`src/rtl/digits_to_word_if.sv`:
```
// Digit-stream input and result-word output bundle between the UART
// character decoder, the digit accumulator and the RPN stack.
interface digits_to_word_if #(
  parameter int unsigned WIDTH = 16
);
  // Digit/sign/flush side
  logic [3:0]       digit;
  logic             wen;
  logic             minus;
  logic             hex;
  logic             flush;
  logic             in_ready;
  // Result side
  logic [WIDTH-1:0] dout;
  logic             out_valid;
  logic             out_ready;
  logic             overflow;
  logic             err;

  modport master (
    output digit, wen, minus, hex, flush, out_ready,
    input  in_ready, dout, out_valid, overflow, err
  );

  modport slave (
    input  digit, wen, minus, hex, flush, out_ready,
    output in_ready, dout, out_valid, overflow, err
  );
endinterface

```
`src/rtl/digits_to_word.sv`:
```
// Accumulates signed decimal/hex digit nibbles into a saturating WIDTH-bit
// two's-complement word and presents it over a valid/ready handshake.
module digits_to_word #(
  parameter int unsigned WIDTH = 16
) (
  input logic             clk,
  input logic             rst_n,
  digits_to_word_if.slave bus
);

  localparam int unsigned AW = WIDTH + 4;
  localparam logic [WIDTH-1:0] LIMIT   = {1'b1, {(WIDTH-1){1'b0}}};
  localparam logic [WIDTH-1:0] MAX_POS = {1'b0, {(WIDTH-1){1'b1}}};

  typedef enum logic [1:0] {
    IDLE  = 2'd0,
    ACCUM = 2'd1,
    HOLD  = 2'd2
  } state_t;

  state_t           state_q, state_d;
  logic [WIDTH-1:0] mag_q, mag_d;
  logic [WIDTH-1:0] dout_q, dout_d;
  logic             neg_q, neg_d;
  logic             hex_q, hex_d;
  logic             ovf_q, ovf_d;
  logic             err_q, err_d;

  logic             radix_hex;
  logic             digit_ok;
  logic [AW-1:0]    prod;

  // State and datapath registers
  always_ff @(posedge clk) begin
    if (!rst_n) begin
      state_q <= IDLE;
      mag_q   <= '0;
      dout_q  <= '0;
      neg_q   <= 1'b0;
      hex_q   <= 1'b0;
      ovf_q   <= 1'b0;
      err_q   <= 1'b0;
    end else begin
      state_q <= state_d;
      mag_q   <= mag_d;
      dout_q  <= dout_d;
      neg_q   <= neg_d;
      hex_q   <= hex_d;
      ovf_q   <= ovf_d;
      err_q   <= err_d;
    end
  end

  // Next state: sign, then digit, then flush are applied in that order within a cycle
  always_comb begin
    state_d   = state_q;
    mag_d     = mag_q;
    dout_d    = dout_q;
    neg_d     = neg_q;
    hex_d     = hex_q;
    ovf_d     = ovf_q;
    err_d     = err_q;
    radix_hex = hex_q;
    digit_ok  = 1'b0;
    prod      = '0;

    case (state_q)
      HOLD: begin
        if (bus.out_ready) begin
          state_d = IDLE;
          mag_d   = '0;
          dout_d  = '0;
          neg_d   = 1'b0;
          hex_d   = 1'b0;
          ovf_d   = 1'b0;
          err_d   = 1'b0;
        end
      end

      default: begin
        if (state_q == IDLE && (bus.wen || bus.minus)) begin
          hex_d     = bus.hex;
          radix_hex = bus.hex;
          state_d   = ACCUM;
        end

        if (bus.minus) begin
          if (state_q == IDLE) neg_d = 1'b1;
          else                 err_d = 1'b1;
        end

        // Magnitude freezes once it passes 2^(WIDTH-1); range checks continue
        if (bus.wen) begin
          digit_ok = radix_hex || (bus.digit <= 4'd9);
          if (!digit_ok) begin
            err_d = 1'b1;
          end else if (!ovf_q) begin
            prod = (radix_hex ? (AW'(mag_q) << 4) : (AW'(mag_q) * AW'(10)))
                   + AW'(bus.digit);
            if (prod > AW'(LIMIT)) ovf_d = 1'b1;
            else                   mag_d = prod[WIDTH-1:0];
          end
        end

        // A magnitude of exactly 2^(WIDTH-1) is only representable when negative
        if (bus.flush && (state_q == ACCUM || bus.wen || bus.minus)) begin
          state_d = HOLD;
          if (ovf_d) begin
            dout_d = neg_d ? LIMIT : MAX_POS;
          end else if (neg_d) begin
            dout_d = -mag_d;
          end else if (mag_d == LIMIT) begin
            ovf_d  = 1'b1;
            dout_d = MAX_POS;
          end else begin
            dout_d = mag_d;
          end
        end
      end
    endcase
  end

  assign bus.in_ready  = (state_q != HOLD);
  assign bus.out_valid = (state_q == HOLD);
  assign bus.dout      = dout_q;
  assign bus.overflow  = ovf_q;
  assign bus.err       = err_q;

endmodule

```
`src/flat_wrapper.sv`:
```
// flat-port wrapper written by rule: the top's interface ports become plain ports
module digits_to_word_flat 
#(
  parameter int unsigned WIDTH = 16
)
  (clk, rst_n, bus_digit, bus_wen, bus_minus, bus_hex, bus_flush, bus_out_ready, bus_in_ready, bus_dout, bus_out_valid, bus_overflow, bus_err);
  digits_to_word_if #(.WIDTH(WIDTH)) bus_i ();
  input logic clk;
  input logic rst_n;
  input wire logic [$bits(bus_i.digit)-1:0] bus_digit;
  input wire logic [$bits(bus_i.wen)-1:0] bus_wen;
  input wire logic [$bits(bus_i.minus)-1:0] bus_minus;
  input wire logic [$bits(bus_i.hex)-1:0] bus_hex;
  input wire logic [$bits(bus_i.flush)-1:0] bus_flush;
  input wire logic [$bits(bus_i.out_ready)-1:0] bus_out_ready;
  output wire logic [$bits(bus_i.in_ready)-1:0] bus_in_ready;
  output wire logic [$bits(bus_i.dout)-1:0] bus_dout;
  output wire logic [$bits(bus_i.out_valid)-1:0] bus_out_valid;
  output wire logic [$bits(bus_i.overflow)-1:0] bus_overflow;
  output wire logic [$bits(bus_i.err)-1:0] bus_err;
  assign bus_i.digit = bus_digit;
  assign bus_i.wen = bus_wen;
  assign bus_i.minus = bus_minus;
  assign bus_i.hex = bus_hex;
  assign bus_i.flush = bus_flush;
  assign bus_i.out_ready = bus_out_ready;
  assign bus_in_ready = bus_i.in_ready;
  assign bus_dout = bus_i.dout;
  assign bus_out_valid = bus_i.out_valid;
  assign bus_overflow = bus_i.overflow;
  assign bus_err = bus_i.err;
  digits_to_word #(.WIDTH(WIDTH)) u_core (.clk(clk), .rst_n(rst_n), .bus(bus_i));
endmodule
```
`config.mk`:
```
export PLATFORM = sky130hd
export DESIGN_NAME = digits_to_word_flat
export DESIGN_NICKNAME = d
export VERILOG_FILES = /design/src/rtl/digits_to_word_if.sv /design/src/rtl/digits_to_word.sv /design/src/flat_wrapper.sv
export SDC_FILE = /design/constraint.sdc
export NUM_CORES = 1
export LEC_CHECK = 0
export ABC_AREA = 1
export BUFFER_PORTS_ARGS = -buffer_cell sky130_fd_sc_hd__buf_4
export CAP_MARGIN = 40
export CORE_UTILIZATION = 30
export DETAILED_ROUTE_END_ITERATION = 16
export PLACE_DENSITY = 0.52
export SLEW_MARGIN = 30
export SYNTH_ARGS = -nofsm -noshare
export SYNTH_HDL_FRONTEND = slang
export SYNTH_SLANG_ARGS = --single-unit
export TNS_END_PERCENT = 10
```
`constraint.sdc`:
```
create_clock -name clk -period 5.78 [get_ports clk]
set_input_delay 0.289 -clock clk [delete_from_list [all_inputs] [get_ports clk]]
set_output_delay 0.289 -clock clk [all_outputs]
set_load 0.05 [all_outputs]
```
Yosys cells after proc, flatten, opt, wreduce, memory -nomap -nowiden:

Cells that the tools add are included.

* memories: 0
* memory bits (writable): 0
* latch bits: 0
* register bits: 38
* logic and storage cells: 69
* output and inout bits: 20
* bits in read-only memories: 0

* multiply operators: 1
* equality and inequality tests: 5
* $lt $le $gt $ge: 2
* add/subtract/negate cells: 2
* shift-type cells: 0
* divide/modulo/power cells: 0
* mux-type cells: 41
* reductions and logical operators: 11
* bitwise operators: 0

Operators with widths (number)
* $mux W16: 13
* $mux W1: 23
* $add A20 B4 Y20: 1
* $gt A20 B16 Y1 const B: 1
* $mux W20: 1
* $mul A16 B3 Y19 const B: 1
* $eq A16 B16 Y1 const B: 1
* $neg A16 Y16: 1
* $mux W2: 4
* $le A4 B4 Y1 const B: 1
* $logic_or A1 B1 Y1: 4
* $ne A2 B2 Y1 const B: 2
* $reduce_and A2 Y1: 2
* $reduce_bool A3 Y1: 1
* $eq A2 B1 Y1 const B: 1
* $eq A2 B2 Y1 const B: 1
* $logic_and A1 B1 Y1: 2
* $logic_not A2 Y1: 1
* $reduce_bool A2 Y1: 1

Logic depth before layout (Yosys ltp):

Gate-level depths: netlist of the first run.

* word-level depth: 18
* mapped depth: 37

Worst setup path after synthesis of the first run:

Ideal clock, no wire load.

* kind: register to register
* start: register u_core.mag_q[1]
* end: register u_core.dout_q[15] (netlist: u_core.bus.dout[15])
* cell stages (with the launch flop): 35
* period minus slack after synthesis: 4.016 ns
* data required time: 5.648 ns
* arrival time: 3.883 ns
* buffers on the path: 1
* setup slack: 1.764 ns
* path through: dfxtp_1 -> ha_1 -> ha_1 -> inv_1 -> fa_1 -> inv_1 -> nand3_1 -> nand2_1 -> nand2_1 -> nand2_1 -> nor2_1 -> nor2_1 -> nand2_1 -> nor2_2 -> nand3_2 -> nor2_4 -> nand2_1 -> nand2_1 -> nand2_1 -> inv_2 -> nand2_4 -> nor2_8 -> buf_4 -> nand4_1 -> nand2_1 -> ha_1 -> nand3_1 -> nor2_4 -> nand3_2 -> nand2_4 -> nor2_1 -> nand2_1 -> nand2_1 -> nand2_1 -> a21oi_1

* longest elaborated chain between the ends: 15
* elaborated cells between the ends (all ways): 21
* those cells by class: 2 x add/sub; 1 x mul; 1 x order compare; 1 x eq/ne; 16 x mux

RTL lines
* start, declared: line digits_to_word.sv:22 `logic [WIDTH-1:0] mag_q, mag_d;`
* start signal, assigned: line digits_to_word.sv:45 `mag_q <= mag_d;`
* branches (longest 12 deep; another with $add A20 B4 Y20)
* $mux W16 (*): line digits_to_word.sv:108 `if (ovf_d) begin`
* $mux W16 (*): line digits_to_word.sv:106 `if (bus.flush && (state_q == ACCUM || bus.wen || bus.minus)) begin`
* $mux W16 (*): line digits_to_word.sv:67 `case (state_q)`
* end signal, assigned: line digits_to_word.sv:46 `dout_q <= dout_d;`
* end, declared: line digits_to_word.sv:23 `logic [WIDTH-1:0] dout_q, dout_d;`

Every way passes the cells marked *. The select of a mux whose other input is x is not followed.
A chain may end at the register's enable or synchronous reset.

Worst setup path after layout of the first run:

* start: register u_core.mag_q[3]
* end: register u_core.dout_q[15] (netlist: u_core.bus.dout[15])

The elaborated chain is that of the path after synthesis.

==> results of run 1 <==
==> stage by stage <==
stage,total power [mW],std cells,utilization,hold WS (ns)
finish,1.49,978,0.345,0.281
floorplan,1.04,769,-,0.413
detailed placement,1.23,971,0.336,0.456
CTS,1.50,978,0.345,0.282
global placement,1.23,971,0.336,0.458
global route,1.62,978,0.345,0.290
==> per-layer routing <==
layer | GRT usage | routed length (um) | vias up
met5 | 0 | 0 | -
met4 | 0.0312 | 137 | 0
met3 | 0.0176 | 317 | 12
met2 | 0.265 | 5630 | 64
met1 | 0.219 | 6140 | 1997
li1 | - | - | 2485
==> layout make-up <==
class                   instances  area, um^2  share of cell area
repair buffers                 34         255              0.0507
multi-input cells             600        3220               0.639
well taps                     184         230              0.0457
inverters                     115         435              0.0865
clock buffers                   5         125              0.0249
flip-flops and latches         38         761               0.151
clock inverters                 2        10.0             0.00199
==> power by group through the flow <==
stage	logic (mW)	clock network, mW	registers (mW)
final	0.888	0.265	0.335
after CTS	0.890	0.272	0.336
after detailed placement	0.887	0	0.341
after floorplan	0.628	0	0.412
after global placement	0.890	0	0.341
after global routing	0.994	0.282	0.340
==> placed cells by master (no fill, tap or decap), types with 13 or more instances in the layout <==
cell type  Yosys  routed
nand2_1      268     268
inv_1        100     100
nand3_1       58      58
nor2_1        57      57
a21oi_1       53      53
dfxtp_1       38      38
buf_4          4      34
ha_1          33      33
nand4_1       26      26
nand2_2       21      21
nand3_2       14      14
nor2_2        13      13
==> flip-flops by register name, indices dropped and copies added, names as in the netlist <==
register and count:
u_core.bus.dout 16, u_core.mag_q 16, u_core.state_q 2, u_core.bus.err 1, u_core.bus.overflow 1, u_core.hex_q 1, u_core.neg_q 1
==> cells by family (layout without fill, tap and decap cells) <==
| logic type | after synthesis | count (layout) |
|---|---|---|
| compound gates | 73 | 73 |
| xor+xnor | 11 | 11 |
| fa+ha+maj | 35 | 35 |
| buf+inv | 131 | 156 |
| flops | 38 | 38 |
| simple gates | 481 | 481 |
==> worst min-delay path: stages <==
cell     delay [ns]
buf_4          0.12
nand2_1        0.07
a21oi_1        0.04
==> worst min-delay path by stage <==
stage | to | slack, ns | depth (start not counted)
after floorplan | u_core.state_q[0] | 0.41 | 2
after global placement | u_core.bus.dout[5] | 0.46 | 2
after detailed placement | u_core.bus.dout[0] | 0.46 | 2
after CTS | u_core.state_q[0] | 0.28 | 3
after global routing | u_core.state_q[0] | 0.29 | 3
final | u_core.state_q[0] | 0.28 | 3
==> results.yml, run 1 <==
run_status:
  status: "completed"
worst_setup_path:
  crit_arrival_ns: 4.90
  cp_num_buf_inv: 2
  crit_path_start_kind: "register"
  timing.critical_path.from: "u_core.mag_q[3]"
  critical_path.reg2reg.endpoint: "u_core.bus.dout[15]"
  slowest_stage: "fa_1"
  reg2reg_depth: 28
  path_common_cell: "nand2_1"
  path_class: "register to register"
  crit_path_end_kind: "register"
  reg2reg_from: "u_core.mag_q[3]"
  critical_path.top_delay_family: "simple AND/OR/NAND/NOR gates"
  worstSetupEndpoint: "u_core.bus.dout[15]"
  cp_max_fo: 18
  cp.depth: 28
  rrSetupSlack_ns: 1.02
  worstPathRequired_ns: 5.92
  slowest_delay_ns: 0.41
layout:
  drive_above_1_share: 0.154
  antenna_cells: 0
  fillers: 1584
  stdcell_area_mm2: 0.00503
  area_growth_pct: 11.4
  layout.nets: 840
power_and_ir_drop:
  p_sw_frac: 0.505
  pwr-share-comb: 0.597
  power.share.clock: 0.178
  max-vdd-ir-drop_v: 0.000148
  switchingPower_mw: 0.752
  cellInternalPower_mw: 0.736
  power_frac_seq: 0.225
  p_leak_nw: 2.66
  p_per_area_mw_per_mm2: 296
sta:
  layout_setup_ws_ns: 1.02
  slew_headroom: 0.507
  drv_slew: 0
  rsz0062_at_grt: "false"
  fin_crit_sh: 0.823
  period_needed_ns: 4.76
  tns_ns: 0
  hold_violations: 0
  setup_viol: 0
  worst_clock_skew_ns: 0.00941
  max_freq_mhz: 210
  worst_pin_slew_ns: 0.739
cts:
  root_buffer: "clkbuf_16"
  cts_buffers: 5
  cts_setup_buffers: 0
  cts_hold_buf: 0
  clk_path_buf_depth: 2
  ctsResizeCount: 0
  cts_sinks: 38
  cts_tree: "yes"
  clk_latency_ns: 0.28
  cts.htree.levels: 2
  clk_pin_slew_ns: 0.06
yosys:
  yosysTopAreaCell: "nand2_1"
  synth_top_family_by_area: "simple AND/OR/NAND/NOR gates"
  synth_area_mm2: 0.00452
  synth_edf_count: 0
  synth_nets: 815
  ys_seq_area_frac: 0.168
  yosysUniqueCellTypes: 40
  synth.most_common_cell: "nand2_1"
  muxShareOfSynthArea: 0
  synthSimpleGateAreaFrac: 0.501
  synth-compound-area-share: 0.0894
  syn_inst: 769
  netlist.area_leader.share: 0.223
  synth-adder-area-share: 0.100
  synth_seq_cells: 38
  synth_area_per_cell_um2: 5.88
  synth_common_cells: "nand2_1 (268), inv_1 (100), nand3_1 (58)"
  async_reset_ff_frac: 0
  postSynth.topFlopCell: "dfxtp_1"
  yosys.area_share.xor_xnor: 0.0213
  ys_warn_count: 0
  ys_top_cells_by_area: "nand2_1 (22%), dfxtp_1 (17%), ha_1 (9.1%)"
min_path:
  hp-start: "rst_n"
  hold_class: "input port to register"
detailed_routing:
  ant_nets: 0
  drc_errors: 0
  first_pass_iters: 5
  via_count: 4558
  post_drt_wl_per_cell_um: 12.5
  first_iter_violations: 203
  routed_wl_um: 12200
  vias_per_cell: 4.66
place:
  gp_congestion: 0.858
  port_buffers: 30
  place_worst_setup_slack_ns: 1.06
  hpwlAfterDp_um: 9940
  placed_cell_area_mm2: 0.00490
floorplanning:
  dieArea_mm2: 0.0156
  io_pins: 31
  rows: 44
  start_util: 0.310
  die_y_um: 125
  dieWidth_um: 125
  coreArea_mm2: 0.0146
grt:
  overflow: 0
  grt_pass1_wl_um: 20300
  grt_pass1_vias: 4193
  grt_usage: 0.159
  grt_max_degree: 36
  antenna_found_initial: 0
run:
  drv_cap: 0
Power figures use the tool's default switching activity.
==> run 2: changes to the inputs <==
Settings changed: PLACE_DENSITY 0.52 to 0.54.
Clock period 5.78 ns to 4.1 ns, I/O delays scaled along.
==> run 2 against run 1 <==
The flow now finishes with violations (negative setup slack). Final area is 28% higher. Final cell count up 14%. First-iteration DRC count grew 33%. Combinational power increased by 96%. Power is 84% higher. Clock-buffer cell count did not move.
==> results.yml, run 2 (synthesis results as in run 1) <==
layout:
  stdcell_count: 1119
  mostFrequentLayoutCells: "nand2_1 (250), buf_4 (170), inv_1 (98), nand3_1 (51), a21oi_1 (49)"
  stdcell_area_mm2: 0.00646
  antenna_cells: 0
  final_util: 0.443
  drive_above_1_share: 0.348
  fillers: 1552
  layout.nets: 980
  area_growth_pct: 42.9
  layout_commonest_cell: "nand2_1"
run_status:
  violations: "negative setup slack"
  status: "complete, but fails checks"
detailed_routing:
  ant_nets: 0
  drc_errors: 0
  first_iter_violations: 271
  post_drt_wl_per_cell_um: 12.1
  via_count: 5100
  routed_wl_um: 13500
  first_pass_iters: 7
  vias_per_cell: 4.56
sta:
  max_freq_mhz: 242
  worst_clock_skew_ns: 0.0114
  worst_pin_slew_ns: 0.724
  slew_headroom: 0.517
  layout_setup_ws_ns: -0.0251
  fin_crit_sh: 1.01
  period_needed_ns: 4.13
  hold_violations: 0
  drv_slew: 0
  rsz0062_at_grt: "true"
  setup_viol: 6
min_path:
  hp-start: "rst_n"
  hold_class: "input port to register"
cts:
  cts_buffers: 5
  clk_latency_ns: 0.29
  cts_sinks: 38
  cts.htree.levels: 2
  cts_tree: "yes"
  root_buffer: "clkbuf_16"
  clk_path_buf_depth: 2
  clk_pin_slew_ns: 0.07
floorplanning:
  start_util: 0.310
  rows: 44
  coreArea_mm2: 0.0146
  dieArea_mm2: 0.0156
  dieWidth_um: 125
  io_pins: 31
  die_y_um: 125
place:
  gp_congestion: 0.880
  place_worst_setup_slack_ns: -0.260
  port_buffers: 30
  placed_cell_area_mm2: 0.00588
  placedCellCount: 1101
  hpwlAfterDp_um: 10900
grt:
  grt_pass1_wl_um: 23300
  antenna_found_initial: 0
  grt_usage: 0.181
  overflow: 0
  grt_pass1_vias: 5009
  grt_max_degree: 36
worst_setup_path:
  crit_arrival_ns: 4.28
  worstPathRequired_ns: 4.25
  slowest_delay_ns: 0.36
  timing.critical_path.from: "u_core.mag_q[3]"
  reg2reg_from: "u_core.mag_q[3]"
  path_class: "register to register"
  crit_path_start_kind: "register"
  path_common_cell: "nand2_1"
  cp_max_fo: 8
  slowest_stage: "dfxtp_4"
  crit_path_end_kind: "register"
power_and_ir_drop:
  p_leak_nw: 3.41
  fin_total_pwr_mw: 2.73
  p_per_area_mw_per_mm2: 423
  max-vdd-ir-drop_v: 0.000217
run:
  drv_cap: 0
run 2: cell types whose count changed in the layout (fill, tap and decap cells not counted), sizes merged:
cell	before	now
bufinv	0	2
clkinv	5	4
buf	34	174
run 2: worst paths after layout:
kind / slack [ns] / cells past startpoint / endpoint
min: 0.18 / 3 / u_core.state_q[0]
min reg2reg: 0.47 / 2 / u_core.bus.dout[6]
max reg2reg: -0.03 / 32 / u_core.bus.dout[10]
max: -0.03 / 32 / u_core.bus.dout[10]
run 2: where the power goes:
| part | internal [mW] | total [mW] | switching [mW] |
|---|---|---|---|
| logic | 0.734 | 1.74 | 1.01 |
| registers | 0.425 | 0.469 | 0.0442 |
| clock network | 0.350 | 0.520 | 0.170 |
| total | 1.51 | 2.73 | 1.22 |
run 2: stage by stage:
stage | TNS, ns | hold slack, ns
2_1_floorplan | 0 | 0.329
3_3_place_gp | -2.26 | 0.457
3_5_place_dp | -2.96 | 0.460
4_1_cts | -0.0778 | 0.179
5_1_grt | -5.47 | 0.185
6_report | -0.0757 | 0.179
run 2: area by class of cell:
| cell class | count | area (um^2) | area share |
|---|---|---|---|
| multi-input cells | 600 | 3490 | 0.541 |
| well taps | 184 | 230 | 0.0357 |
| repair buffers | 174 | 1320 | 0.205 |
| clock inverters | 3 | 68.8 | 0.0107 |
| clock buffers | 5 | 125 | 0.0194 |
| inverters | 115 | 440 | 0.0682 |
| flip-flops and latches | 38 | 777 | 0.120 |
run 2: layer usage:
metal / share of wire / vias to the layer above / GRT usage
li1: - / 2765 / -
met4: 0.012 / 0 / 0.0361
met5: 0 / - / 0
met3: 0.023 / 9 / 0.0172
met2: 0.48 / 65 / 0.314
met1: 0.49 / 2261 / 0.241
run 2: critical path: cells and delay by family, from the launching register on:
family                   cells  cell delay (ns)
adder cells (fa/ha/maj)      3             0.74
XOR/XNOR                     1             0.17
AND/OR/NAND/NOR             22             2.03
AO/OA/AOI/OAI                2             0.34
flip-flops                   1             0.36
buffers and inverters        4             0.32
run 2: timing repair:
action / CTS / global route
resized for setup: 45 / 38
setup endpoints to repair: 17 / 17
pin swaps: 22 / 32
hold buffers: 0 / 0
buffers inserted: 7 / 3
